[config.mk]
export PLATFORM = sky130hd
export DESIGN_NAME = uart_tx_cfg_flat
export DESIGN_NICKNAME = d
export VERILOG_FILES = /design/src/rtl/uart_pkg.sv /design/src/rtl/uart_tx_cfg_if.sv /design/src/rtl/uart_baud_gen.sv /design/src/rtl/uart_tx_cfg.sv /design/src/flat_wrapper.sv
export SDC_FILE = /design/constraint.sdc
export NUM_CORES = 1
export LEC_CHECK = 0
export ABC_AREA = 0
export ABC_CLOCK_PERIOD_IN_PS = 4080
export CORE_UTILIZATION = 56
export CTS_CLUSTER_SIZE = 28
export DETAILED_ROUTE_END_ITERATION = 8
export HOLD_SLACK_MARGIN = 0.12
export PLACE_DENSITY = 0.8
export SYNTH_ARGS = -nofsm -noshare
export SYNTH_HDL_FRONTEND = slang
export SYNTH_HIERARCHICAL = 1
export SYNTH_SLANG_ARGS = --single-unit
export TNS_END_PERCENT = 50
[constraint.sdc]
create_clock -name clk -period 4.08 [get_ports clk]
set_input_delay 1.02 -clock clk [delete_from_list [all_inputs] [get_ports clk]]
set_output_delay 1.02 -clock clk [all_outputs]
set_load 0.1 [all_outputs]
[src/rtl/uart_pkg.sv]
// Shared types and encodings for the configurable UART transmitter.
// UART_TX_BREAK_EN adds the BREAK state to the state enum.
package uart_pkg;

   typedef enum logic [2:0] {
      ST_IDLE,
      ST_START,
      ST_DATA,
      ST_PARITY,
      ST_STOP
`ifdef UART_TX_BREAK_EN
      , ST_BREAK
`endif
   } state_t;

   localparam int OVERSAMPLE = 16;

   localparam logic [1:0] PAR_NONE = 2'd0;
   localparam logic [1:0] PAR_EVEN = 2'd1;
   localparam logic [1:0] PAR_ODD  = 2'd2;

   localparam logic [1:0] STOP_1   = 2'd0;
   localparam logic [1:0] STOP_1P5 = 2'd1;
   localparam logic [1:0] STOP_2   = 2'd2;

   localparam int STOP_TICKS_1   = 16;
   localparam int STOP_TICKS_1P5 = 24;
   localparam int STOP_TICKS_2   = 32;

   // Index of the final tick of the stop period (encoding 3 behaves as 2 stop bits).
   function automatic logic [4:0] stop_last(input logic [1:0] sel);
      case (sel)
         STOP_1:   return 5'(STOP_TICKS_1 - 1);
         STOP_1P5: return 5'(STOP_TICKS_1P5 - 1);
         default:  return 5'(STOP_TICKS_2 - 1);
      endcase
   endfunction

   function automatic logic par_on(input logic [1:0] mode);
      return (mode == PAR_EVEN) || (mode == PAR_ODD);
   endfunction

endpackage

[src/rtl/uart_tx_cfg_if.sv]
// Host-side word handshake for the UART transmitter.
interface uart_tx_cfg_if #(parameter int DBIT = 8);
   logic [DBIT-1:0] tx_din;
   logic            tx_valid;
   logic            tx_ready;

   modport master (output tx_din, output tx_valid, input tx_ready);
   modport slave  (input tx_din, input tx_valid, output tx_ready);
endinterface

[src/rtl/uart_baud_gen.sv]
// Baud tick generator: one tick every dvsr+1 clocks, restartable via clr.
module uart_baud_gen #(
   parameter int DVSR_W = 11
) (
   input  logic              clk,
   input  logic              reset,
   input  logic              clr,
   input  logic [DVSR_W-1:0] dvsr,
   output logic              tick
);
   logic [DVSR_W-1:0] cnt;

   assign tick = (cnt == dvsr);

   always_ff @(posedge clk) begin
      if (reset || clr)
         cnt <= '0;
      else if (tick)
         cnt <= '0;
      else
         cnt <= cnt + 1'b1;
   end
endmodule

[src/rtl/uart_tx_cfg.sv]
// Runtime-configurable UART transmitter (DBIT data bits, optional parity, 1/1.5/2 stop).
// Define UART_TX_BREAK_EN to add the tx_break port and line-break generation.
module uart_tx_cfg
   import uart_pkg::*;
#(
   parameter int DBIT   = 8,
   parameter int DVSR_W = 11
) (
   input  logic              clk,
   input  logic              reset,
   input  logic [DVSR_W-1:0] dvsr,
   input  logic [1:0]        parity_mode,
   input  logic [1:0]        stop_sel,
`ifdef UART_TX_BREAK_EN
   input  logic              tx_break,
`endif
   uart_tx_cfg_if.slave      host,
   output logic              tx_busy,
   output logic              tx_done_tick,
   output logic              tx
);
   localparam int BW = $clog2(DBIT + 1);

   state_t            state;
   logic [DBIT-1:0]   shreg;
   logic [DBIT-1:0]   data_l;
   logic [1:0]        par_l;
   logic [1:0]        stop_l;
   logic [DVSR_W-1:0] dvsr_l;
   logic [4:0]        tcnt;
   logic [BW-1:0]     bcnt;
   logic              tick;
   logic              clr;
   logic              bit_end;
   logic              stop_end;
   logic              par_bit;
`ifdef UART_TX_BREAK_EN
   logic              brk_rel;
`endif

   assign host.tx_ready = (state == ST_IDLE);
   assign tx_busy       = (state != ST_IDLE);

   assign bit_end  = tick && (tcnt == 5'(OVERSAMPLE - 1));
   assign stop_end = tick && (tcnt == stop_last(stop_l));
   assign par_bit  = (par_l == PAR_ODD) ? ~^data_l : ^data_l;

   // Done coincides with the final stop tick; the state register returns to IDLE on that edge.
   assign tx_done_tick = (state == ST_STOP) && stop_end;

   // Baud counter held at zero while idle so every frame starts on a fresh tick phase.
   always_comb begin
      clr = (state == ST_IDLE);
`ifdef UART_TX_BREAK_EN
      if (state == ST_BREAK && !brk_rel)
         clr = 1'b1;
`endif
   end

   uart_baud_gen #(.DVSR_W(DVSR_W)) u_baud (
      .clk   (clk),
      .reset (reset),
      .clr   (clr),
      .dvsr  (dvsr_l),
      .tick  (tick)
   );

   always_ff @(posedge clk) begin
      if (reset) begin
         state  <= ST_IDLE;
         tx     <= 1'b1;
         shreg  <= '0;
         data_l <= '0;
         par_l  <= PAR_NONE;
         stop_l <= STOP_1;
         dvsr_l <= '0;
         tcnt   <= '0;
         bcnt   <= '0;
`ifdef UART_TX_BREAK_EN
         brk_rel <= 1'b0;
`endif
      end else begin
         unique case (state)
            ST_IDLE: begin
               tx <= 1'b1;
`ifdef UART_TX_BREAK_EN
               if (tx_break) begin
                  dvsr_l  <= dvsr;
                  tcnt    <= '0;
                  brk_rel <= 1'b0;
                  state   <= ST_BREAK;
               end else
`endif
               if (host.tx_valid) begin
                  shreg  <= host.tx_din;
                  data_l <= host.tx_din;
                  par_l  <= parity_mode;
                  stop_l <= stop_sel;
                  dvsr_l <= dvsr;
                  tcnt   <= '0;
                  bcnt   <= '0;
                  state  <= ST_START;
               end
            end
            ST_START: begin
               tx <= 1'b0;
               if (bit_end) begin
                  tcnt  <= '0;
                  state <= ST_DATA;
               end else if (tick)
                  tcnt <= tcnt + 5'd1;
            end
            ST_DATA: begin
               tx <= shreg[0];
               if (bit_end) begin
                  tcnt  <= '0;
                  shreg <= shreg >> 1;
                  if (bcnt == BW'(DBIT - 1)) begin
                     bcnt  <= '0;
                     state <= par_on(par_l) ? ST_PARITY : ST_STOP;
                  end else
                     bcnt <= bcnt + 1'b1;
               end else if (tick)
                  tcnt <= tcnt + 5'd1;
            end
            ST_PARITY: begin
               tx <= par_bit;
               if (bit_end) begin
                  tcnt  <= '0;
                  state <= ST_STOP;
               end else if (tick)
                  tcnt <= tcnt + 5'd1;
            end
            ST_STOP: begin
               tx <= 1'b1;
               if (stop_end) begin
                  tcnt  <= '0;
                  state <= ST_IDLE;
               end else if (tick)
                  tcnt <= tcnt + 5'd1;
            end
`ifdef UART_TX_BREAK_EN
            // Line held low while requested, then one bit-time of mark before idle.
            ST_BREAK: begin
               if (!brk_rel) begin
                  tx   <= 1'b0;
                  tcnt <= '0;
                  if (!tx_break)
                     brk_rel <= 1'b1;
               end else begin
                  tx <= 1'b1;
                  if (bit_end) begin
                     tcnt    <= '0;
                     brk_rel <= 1'b0;
                     state   <= ST_IDLE;
                  end else if (tick)
                     tcnt <= tcnt + 5'd1;
               end
            end
`endif
            default: state <= ST_IDLE;
         endcase
      end
   end
endmodule

[src/flat_wrapper.sv]
// flat-port wrapper written by rule: the top's interface ports become plain ports
module uart_tx_cfg_flat import uart_pkg::*;
#(
   parameter int DBIT   = 8,
   parameter int DVSR_W = 11
)
  (clk, reset, dvsr, parity_mode, stop_sel, tx_busy, tx_done_tick, tx, host_tx_din, host_tx_valid, host_tx_ready);
  uart_tx_cfg_if #(.DBIT(DBIT)) host_i ();
  input  logic clk;
  input  logic reset;
  input  logic [DVSR_W-1:0] dvsr;
  input  logic [1:0] parity_mode;
  input  logic [1:0] stop_sel;
  output logic tx_busy;
  output logic tx_done_tick;
  output logic tx;
  input wire logic [$bits(host_i.tx_din)-1:0] host_tx_din;
  input wire logic [$bits(host_i.tx_valid)-1:0] host_tx_valid;
  output wire logic [$bits(host_i.tx_ready)-1:0] host_tx_ready;
  assign host_i.tx_din = host_tx_din;
  assign host_i.tx_valid = host_tx_valid;
  assign host_tx_ready = host_i.tx_ready;
  uart_tx_cfg #(.DBIT(DBIT), .DVSR_W(DVSR_W)) u_core (.clk(clk), .reset(reset), .dvsr(dvsr), .parity_mode(parity_mode), .stop_sel(stop_sel), .host(host_i), .tx_busy(tx_busy), .tx_done_tick(tx_done_tick), .tx(tx));
endmodule
==> summary.txt <==
Hold path
  – Hold path startpoint: u_core/par_l[0]
  – WHS Endpoint: u_core/par_l[0]
  – Tightest Hold Check Type: flip-flop to flip-flop
  – Hold depth: 2

Die
  – Core Rows: 24
  – I/O pins: 30
  – Die height: 70.9 um
  – Core area: 4440 sq um
  – Die area: 5020 sq um
  – Die Width: 70.9 um
  – Initial Utilization: 59.7%

Clocking
  – Post-CTS setup buffers: 0
  – Worst-path clk slew: 0.09 ns
  – Clk buf depth: 2
  – CTS tree: built
  – # H-tree levels: 2
  – CTS Hold Bufs: 0
  – CTS buffer count: 5
  – CTS root buf: clkbuf_8
  – CTS sink cnt: 55
  – Post_cts resized: 0
  – Worst-Skew Late Latency: 0.30 ns

Synth
  – Netlist Area Pre-Place: 2660 sq um
  – Syn nets: 351
  – Post-synth EDFFs: 0
  – Post-synth ARST share: 0%
  – Distinct cells, synth: 49
  – Main synth FF type: dfxtp_1
  – Synth Instances: 320
  – Register area share after synthesis: 41.5%
  – Synthesized flop and latch total: 55
  – Mapped Avg Cell Area: 8.30 sq um
  – Yosys warns: 6

Drt
  – DRT Wirelength: 5300 um
  – Routed vias/inst: 5.44
  – WL/cell: 13.4 um
  – Via Count: 2154
  – ANT nets after route: 0
  – Number of DRC markers in iteration 0: 114
  – DR DRC count: 0
  – DR pass1 iterations: 6

Pwr
  – Pleak: 1.12 nW
  – Worst vdd ir: 0.278 mV
  – Power Dens Cells: 349 nW/um^2

Critical path
  – Worst flop-to-flop path startpoint: u_core/u_baud/cnt[2]
  – Cells along the critical path: xnor2_1 -> nand4_1 -> nor3_1 -> buf_4 -> and3_1 -> o31ai_1 -> nor2_1 -> buf_12
  – Reg2reg setup slack: 1.74 ns
  – CP max FO: 11
  – Critical path type: flip-flop to output port
  – Worst path max stage delay: 0.46 ns
  – Slowest cell on crit path: dfxtp_1
  – Crit path required time: 3.06 ns
  – RR Endpoint: u_core/bcnt[2]
  – Worst R2R Path Depth: 9
  – Startpoint types: flip-flop
  – Worst Path Arrival: 2.16 ns
  – Crit path capture type: output port

Timing
  – Setup TNS: 0 ns
  – Clk_skew: 0.00421 ns
  – RSZ-0062 raised after global routing: no
  – Slew Viols, Final: 0
  – Final hold violation count: 0
  – Slew HR: 34.2%
  – Fin crit share: 78.1%
  – Final setup fails: 0
  – Worst slew pin tran: 0.983 ns
  – FMAX: 0.314 GHz
  – Min Tclk post-route: 3.18 ns

Placement
  – Dpl cells: 388
  – Final Wtd Congestion: 0.833
  – PortBufs: 29
  – Dpl hpwl: 3680 um

Layout
  – # diodes: 0
  – Share of cells above drive strength 1: 7.27%
  – Final nets: 374
  – Non-Filler Instances: 396
  – Area delta synth->final: 14.8%

Global routing
  – Largest net degree at the start of global routing: 24
  – Vias in the first global route: 1961
  – Initial antenna violation count: 0
  – Overflow after GRT: 0
  – Global-route usage over all layers: 22.6%
  – First-pass GRT wire length: 9070 um

Run status
  – Run status: complete, no violations

Flow run
  – Max-Cap Viols: 0
==> cells in the final DEF, fill, tap and decap left out, types with 2 or more instances in the layout <==
| master | netlist | routed |
|---|---|---|
| mux2i_1 | 9 | 9 |
| nor2b_1 | 3 | 3 |
| a21oi_1 | 37 | 37 |
| ha_1 | 5 | 5 |
| nand2b_1 | 3 | 3 |
| buf_4 | 2 | 6 |
| xor2_1 | 9 | 9 |
| clkdlybuf4s50_1 | 0 | 26 |
| nand4_1 | 7 | 7 |
| nand3_1 | 7 | 7 |
| nand4b_1 | 2 | 2 |
| a211oi_1 | 9 | 9 |
| nor3_1 | 2 | 2 |
| inv_1 | 6 | 6 |
| clkbuf_8 | 0 | 7 |
| nand2_1 | 63 | 63 |
| and3_1 | 6 | 6 |
| dfxtp_1 | 55 | 55 |
| nor2_1 | 29 | 29 |
| xnor2_1 | 19 | 19 |
| o21ai_0 | 5 | 5 |
| nand3b_1 | 2 | 2 |
==> power by group <==
group          total [mW]  switching, mW  leakage (nW)  internal (mW)
sequential          0.578         0.0184         0.449          0.560
clock               0.321          0.165        0.0515          0.155
combinational       0.163         0.0912         0.621         0.0721
==> worst max path at each step <==
| stage | start | slack [ns] | endpoint |
|---|---|---|---|
| 2_1_floorplan | u_core/state[2] | 0.45 | tx_busy |
| 3_3_place_gp | u_core/u_baud/cnt[2] | 1.35 | tx_done_tick |
| 3_5_place_dp | u_core/u_baud/cnt[2] | 1.32 | tx_done_tick |
| 4_1_cts | u_core/u_baud/cnt[2] | 0.89 | tx_done_tick |
| 5_1_grt | u_core/u_baud/cnt[2] | 0.67 | tx_done_tick |
| 6_report | u_core/u_baud/cnt[2] | 0.90 | tx_done_tick |
==> routing by layer <==
layer	track usage (%)	share of wire (%)	wire length, um	up-vias
met5	0	0	0	-
met4	7.33	1.0	54	0
met3	4.27	3.4	179	4
met2	38.4	47	2510	39
met1	29.2	48	2560	967
li1	-	-	-	1144
==> cell type report <==
| type | count | area (sq um) |
|---|---|---|
| Sequential cell | 55 | 1100 |
| Inverter | 6 | 22.5 |
| Clock buffer | 8 | 100 |
| Fill cell | 363 | 1400 |
| Timing Repair Buffer | 33 | 325 |
| Multi-Input combinational cell | 242 | 1430 |
| Tap cell | 52 | 65.1 |
==> cells in the mapped netlist (2+ instances only) <==
master     n  share of area, %
buf_2      3              0.57
nand3_1    7               1.3
a211oi_1   9               2.5
nor3_1     2              0.38
nor2_1    29               4.1
xor2_1     9               3.0
nand4_1    7               1.6
nand2_1   63               8.9
inv_1      6              0.85
nand3b_1   2              0.57
buf_4      2              0.57
buf_6      3               1.3
nor2b_1    3              0.71
and3_1     6               1.4
a21oi_1   37               7.0
nand2b_1   3              0.71
mux2i_1    9               3.4
dfxtp_1   55                41
clkbuf_1   8               1.1
nand4b_1   2              0.66
xnor2_1   19               6.3
o21ai_0    5              0.94
ha_1       5               2.4
==> cell families after synthesis <==
logic type	count (synthesis)	share of synthesized area [%]
fa+ha+maj	5	2.36
buf+inv	23	4.52
compound gates	63	14.3
flops	55	41.5
simple gates	137	24.7
xor+xnor	28	9.24
mux	9	3.39
==> sequential cells by signal, summed over array words and instances, names as in the netlist <==
signal             count
u_core/bcnt            4
u_core/tcnt            5
u_core/tx              1
u_core/state           3
u_core/par_l           2
u_core/shreg           8
u_core/stop_l          2
u_core/dvsr_l         11
u_core/data_l          8
u_core/u_baud/cnt     11
==> stage by stage <==
stage	utilization, %	hold WS, ns	power [mW]	worst slack (ns)	area [sq um]
3_5_place_dp	66.3	0.448	0.753	1.32	2950
2_1_floorplan	-	0.436	0.703	0.452	2660
3_3_place_gp	66.3	0.445	0.750	1.35	2950
6_report	68.6	0.461	1.06	0.895	3050
4_1_cts	68.6	0.461	1.07	0.894	3050
5_1_grt	68.6	0.477	1.11	0.666	3050
==> worst max-delay path: cells and delay by family (launching register included) <==
family	cells	cell delay, ns
buf+inv	2	0.40
simple gates	4	0.75
xor+xnor	1	0.17
flops	1	0.46
compound gates	1	0.09
Power figures use the tool's default switching activity.
